[config.mk]
export PLATFORM = sky130hd
export DESIGN_NAME = btb_update_ctrl
export DESIGN_NICKNAME = d
export VERILOG_FILES = /design/src/rtl/btb_update_ctrl.sv
export SDC_FILE = /design/constraint.sdc
export NUM_CORES = 1
export LEC_CHECK = 0
export CAP_MARGIN = 10
export CORE_MARGIN = 2
export CORE_UTILIZATION = 57
export DETAILED_ROUTE_END_ITERATION = 12
export PLACE_DENSITY = 0.92
export SETUP_SLACK_MARGIN = 0.15
export SLEW_MARGIN = 15
export SYNTH_ARGS = -nofsm -noshare
export SYNTH_HDL_FRONTEND = slang
export SYNTH_SLANG_ARGS = --single-unit
[constraint.sdc]
create_clock -name clk -period 5.6 [get_ports clk]
set_input_delay 0.84 -clock clk [delete_from_list [all_inputs] [get_ports clk]]
set_output_delay 0.84 -clock clk [all_outputs]
set_load 0.02 [all_outputs]
[src/rtl/btb_update_ctrl.sv]
`default_nettype none
// ============================================================================
// Module   : btb_update_ctrl
// Purpose  : Queues branch-resolution updates from EXE and turns each one into
//            a single BTB write (allocate / strengthen / weaken / invalidate).
//            Also sequences a full-table invalidation on request.
// Revision : 1.0 - initial release
// ============================================================================
module btb_update_ctrl #(
  parameter int BLOCKSIZE = 4,
  parameter int QDEPTH    = 2
) (
  input  logic                          clk,
  input  logic                          rst,
  input  logic                          upd_valid,
  input  logic [31:0]                   upd_pc,
  input  logic [31:0]                   upd_target,
  input  logic                          upd_taken,
  output logic                          upd_ready,
  input  logic                          flush_req,
  output logic                          flush_busy,
  output logic                          btb_we,
  output logic [$clog2(BLOCKSIZE)-1:0]  btb_idx,
  output logic [31:0]                   btb_wpc,
  output logic [31:0]                   btb_waddr,
  output logic                          btb_wvalid,
  output logic [BLOCKSIZE-1:0]          entry_valid
);

  localparam int IW = $clog2(BLOCKSIZE);
  localparam int QW = (QDEPTH > 1) ? $clog2(QDEPTH) : 1;

  typedef enum logic [1:0] {
    IDLE  = 2'd0,
    WRITE = 2'd1,
    FLUSH = 2'd2
  } state_t;

  state_t state;

  // Update queue storage
  logic [31:0]       q_pc  [QDEPTH];
  logic [31:0]       q_tgt [QDEPTH];
  logic [QDEPTH-1:0] q_tk;
  logic [QW-1:0]     wr_ptr;
  logic [QW-1:0]     rd_ptr;
  logic [QW:0]       count;
  logic              full;
  logic              empty;
  logic              push;
  logic              pop;
  logic              start_flush;

  // Shadow copy of the BTB bookkeeping
  logic [BLOCKSIZE-1:0] valid;
  logic [31:0]          tag [BLOCKSIZE];
  logic [1:0]           ctr [BLOCKSIZE];
  logic [IW-1:0]        rr_ptr;

  // Lookup results for the queue head
  logic [31:0]   head_pc;
  logic [31:0]   head_tgt;
  logic          head_tk;
  logic          hit;
  logic [IW-1:0] hit_idx;
  logic          has_free;
  logic [IW-1:0] free_idx;
  logic [IW-1:0] alloc_idx;

  assign full        = (count == (QW+1)'(QDEPTH));
  assign empty       = (count == '0);
  assign upd_ready   = !rst && !full && !flush_req && (state != FLUSH);
  assign push        = upd_valid && upd_ready;
  // A flush request is honoured from IDLE or at the end of a WRITE cycle
  assign start_flush = flush_req && ((state == IDLE) || (state == WRITE));
  assign pop         = (state == IDLE) && !flush_req && !empty;
  assign entry_valid = valid;

  assign head_pc  = q_pc[rd_ptr];
  assign head_tgt = q_tgt[rd_ptr];
  assign head_tk  = q_tk[rd_ptr];

  // Tag match and lowest-free search; descending scan leaves the lowest index
  always_comb begin
    hit      = 1'b0;
    hit_idx  = '0;
    has_free = 1'b0;
    free_idx = '0;
    for (int i = BLOCKSIZE - 1; i >= 0; i--) begin
      if (valid[i] && (tag[i] == head_pc)) begin
        hit     = 1'b1;
        hit_idx = IW'(i);
      end
      if (!valid[i]) begin
        has_free = 1'b1;
        free_idx = IW'(i);
      end
    end
    alloc_idx = has_free ? free_idx : rr_ptr;
  end

  // Update FIFO; entering FLUSH discards everything still pending
  always_ff @(posedge clk) begin
    if (rst || start_flush) begin
      wr_ptr <= '0;
      rd_ptr <= '0;
      count  <= '0;
    end else begin
      if (push) begin
        q_pc[wr_ptr]  <= upd_pc;
        q_tgt[wr_ptr] <= upd_target;
        q_tk[wr_ptr]  <= upd_taken;
        wr_ptr        <= wr_ptr + 1'b1;
      end
      if (pop) begin
        rd_ptr <= rd_ptr + 1'b1;
      end
      case ({push, pop})
        2'b10:   count <= count + 1'b1;
        2'b01:   count <= count - 1'b1;
        default: count <= count;
      endcase
    end
  end

  // Control FSM with registered BTB write port and shadow-state maintenance
  always_ff @(posedge clk) begin
    if (rst) begin
      state      <= IDLE;
      btb_we     <= 1'b0;
      btb_idx    <= '0;
      btb_wpc    <= '0;
      btb_waddr  <= '0;
      btb_wvalid <= 1'b0;
      flush_busy <= 1'b0;
      valid      <= '0;
      rr_ptr     <= '0;
      for (int i = 0; i < BLOCKSIZE; i++) begin
        tag[i] <= '0;
        ctr[i] <= 2'b00;
      end
    end else if (start_flush) begin
      // First flush cycle: invalidate entry 0 on the way in
      state      <= FLUSH;
      flush_busy <= 1'b1;
      btb_we     <= 1'b1;
      btb_idx    <= '0;
      btb_wpc    <= '0;
      btb_waddr  <= '0;
      btb_wvalid <= 1'b0;
    end else begin
      case (state)
        IDLE: begin
          btb_we <= 1'b0;
          if (pop) begin
            if (hit) begin
              state     <= WRITE;
              btb_we    <= 1'b1;
              btb_idx   <= hit_idx;
              btb_wpc   <= head_pc;
              btb_waddr <= head_tgt;
              if (head_tk) begin
                btb_wvalid <= 1'b1;
                if (ctr[hit_idx] != 2'b11) ctr[hit_idx] <= ctr[hit_idx] + 2'd1;
              end else if (ctr[hit_idx] <= 2'b01) begin
                // Weakened to 00: the entry no longer predicts anything
                btb_wvalid     <= 1'b0;
                valid[hit_idx] <= 1'b0;
                ctr[hit_idx]   <= 2'b00;
              end else begin
                btb_wvalid   <= 1'b1;
                ctr[hit_idx] <= ctr[hit_idx] - 2'd1;
              end
            end else if (head_tk) begin
              state            <= WRITE;
              btb_we           <= 1'b1;
              btb_idx          <= alloc_idx;
              btb_wpc          <= head_pc;
              btb_waddr        <= head_tgt;
              btb_wvalid       <= 1'b1;
              valid[alloc_idx] <= 1'b1;
              tag[alloc_idx]   <= head_pc;
              ctr[alloc_idx]   <= 2'b10;
              if (!has_free) rr_ptr <= rr_ptr + 1'b1;
            end
            // Miss and not taken: the update is simply dropped
          end
        end
        WRITE: begin
          btb_we <= 1'b0;
          state  <= IDLE;
        end
        FLUSH: begin
          // A repeated flush_req here is ignored; the walk just continues
          if (btb_idx == IW'(BLOCKSIZE - 1)) begin
            state      <= IDLE;
            btb_we     <= 1'b0;
            flush_busy <= 1'b0;
            valid      <= '0;
            rr_ptr     <= '0;
            for (int i = 0; i < BLOCKSIZE; i++) begin
              ctr[i] <= 2'b00;
            end
          end else begin
            btb_idx <= btb_idx + 1'b1;
          end
        end
        default: begin
          state  <= IDLE;
          btb_we <= 1'b0;
        end
      endcase
    end
  end

endmodule
`default_nettype wire

==> results.toml <==
[status]
status = "finished clean"

[power]
p_leak_uw = 0.00567
pwr_density_cell_nw_per_um2 = 310
ir_drop_v = 0.000332

[clock_network]
clockRootBuffer = "clkbuf_16"
clkLatencyLatePin_ps = 530
clockBufferDepth = 3
postCtsHoldBufs = 0
cts_buffers = 35
cts_setup_buffers = 0
cts.sinks = 348
htreeDepth = 2
path_clk_slew_ps = 60
cts_resized = 0
cts_tree = "done"

[die]
rows = 59
core_area_um2 = 25800
die-area_um2 = 27400
io_pins = 143
initial_core_util_pct = 57.5
die_h_um = 165
die_w_um = 165

[sta]
hold_viol_final = 0
hold_slack_ps = 484
skew_ps = 17.7
period_needed_ps = 5220
maxSlewHeadroom_pct = 33.2
min_period_over_period_pct = 93.3
finalSetupViolations = 0
worst_pin_slew_ps = 1000
drv_slew = 0
fmax_mhz = 191
fin_ws_ps = 377
rsz0062_at_grt = "no"

[final_layout]
final_common_cell = "edfxtp_1"
final_layout_size_suffix_gt1_share_pct = 10.4
final_cell_mix = "edfxtp_1, nor2_1, clkdlybuf4s50_1"
final_nets = 1343
area.growth.synth_to_final_pct = 20.2
fin_area_um2 = 17900
num_antenna_cells = 0

[worst_setup_path]
critPathLaunchType = "flop"
worstPathMaxFanout = 16
reg2reg_to = "ctr[3][1]"
r2r_cells = 13
end_kind = "flop"
crit_type = "flop to flop"
crit_arrival_ps = 5440
cp.required_ps = 5820
r2r_setup_slack_ps = 380

[placement]
post-dp-hpwl_mm = 26.2
place_ws_ps = 573
place.gp.congestion = 0.993
place_area_um2 = 16700
port_buffers = 142

[global_route]
grt_max_degree = 133
gr-total-overflow = 0
grt_pass1_wl_mm = 60.6
antenna_found_initial = 0
grt.total_usage_pct = 30.0
grt_pass1_vias = 10241

[logic_synthesis]
avgSynthCellArea_um2 = 13.4
synthCells = 1112
synth_edf_count = 266
synthesis.area_um2 = 14900
synthFlopType = "edfxtp_1"
synth_top_family_by_area = "simple AND/OR/NAND/NOR gates"
synth_compound_area_share_pct = 6.28
synth_fp_nets = 1185
yosys.area_share.xor_xnor_pct = 7.78
yosysUniqueCellTypes = 62
synth_simple_gate_area_share_pct = 12.1
ys_warn_count = 0
synthAdderAreaFrac_pct = 0.337
seq_area_frac_synth_pct = 64.8
ys_async_sr_fraction_pct = 0
muxShareOfSynthArea_pct = 6.70
ys_ff_latch = 348

[worst_hold_path]
min_path_type = "flop to flop"
min_to = "flush_busy"
hold-path-cell-count = 2
hold_path.startpoint = "flush_busy"

[detailed_routing]
vias_per_cell = 6.22
ant_nets = 0
wl_mm = 40.6
drt_iter0_drc = 964
wl_per_cell_um = 24.9
drc = 0
firstDrtPassIters = 8
vias = 10155

[job]
maxCapViolations = 0
[layout make-up]
class,count,area (um2)
Sequential cell,348,9630
Fill cell,1631,7970
Multi-Input combinational cell,703,4970
Timing Repair Buffer,169,1650
Clock buffer,48,945
Tap cell,335,419
Clock inverter,16,201
Inverter,13,48.8
[state kept, by name (all words and copies together) (netlist names), named ones only]
signal       flops
btb_idx          2
btb_waddr       32
btb_we           1
btb_wpc         32
btb_wvalid       1
count            2
ctr              8
entry_valid      4
flush_busy       1
q_pc            64
q_tgt           64
q_tk             2
rd_ptr           1
rr_ptr           2
state            2
tag            128
wr_ptr           1
[logic make-up (layout without fill, tap and decap cells)]
| kind of cell | Yosys count | count (layout) |
|---|---|---|
| fa+ha+maj | 4 | 4 |
| buf+inv | 61 | 246 |
| xor+xnor | 132 | 132 |
| compound gates | 123 | 123 |
| mux | 68 | 68 |
| flops | 348 | 348 |
| simple gates | 376 | 376 |
[synthesized netlist by cell type (7+ instances only)]
cell	count	area (um2)
nand3b_1	10	75.1
nand3_1	9	45.0
mux2i_2	7	96.3
nand4_1	14	87.6
nor4_1	57	357
mux2i_1	37	370
dfxtp_1	82	1640
a21oi_1	15	75.1
nand2b_1	7	43.8
edfxtp_1	266	7990
inv_1	13	48.8
nor2_1	213	800
nand2_1	22	82.6
o21ai_0	8	40.0
buf_2	13	65.1
nor3_1	16	80.1
a211oi_1	64	480
xnor2_1	128	1120
mux2i_4	23	518
clkbuf_1	27	101
[per-layer routing]
metal	global-route usage (%)	up-vias	part of all wire, %
met3	6.94	125	9.4
met4	12.8	0	4.6
li1	-	4444	-
met5	0	-	0
met2	48.5	578	48
met1	39.2	5008	38
[worst max-delay path by stage]
| stage | startpoint | to | slack, ps | depth (start not counted) |
|---|---|---|---|---|
| final | flop | ctr[3][1] | 380 | 13 |
| after global routing | flop | ctr[3][1] | 210 | 13 |
| after CTS | flop | ctr[3][1] | 480 | 13 |
| after detailed placement | flop | ctr[3][1] | 570 | 13 |
| after global placement | flop | ctr[3][0] | 790 | 13 |
| after floorplan | rst | q_pc[0][0] | -220 | 4 |
[stage by stage]
step | std cells | setup TNS (ps) | util [%] | total power (uW)
3_5_place_dp | 1568 | 0 | 64.7 | 3240
2_1_floorplan | 1112 | -28970 | - | 3090
3_3_place_gp | 1568 | 0 | 64.7 | 3230
6_report | 1632 | 0 | 69.1 | 5540
5_1_grt | 1632 | 0 | 69.1 | 5680
4_1_cts | 1632 | 0 | 69.1 | 5550
[where the power goes]
part / internal, uW / switching, uW / total (uW)
clock: 1340 / 1000 / 2340
sequential: 2830 / 33.1 / 2860
combinational: 132 / 201 / 333
[critical path, stage by stage, from the launching register on]
cell and delay, ps:
dfxtp_4 660, buf_4 370, mux2i_4 470, xnor2_1 190, nor4_2 400, nand4_1 360, or3_4 530, a31o_1 220
or3b_4 410, ha_1 220, a211o_1 270, mux2i_2 230, or3b_1 420, nand2_1 150
No activity file was read; power rests on OpenSTA's default activity.
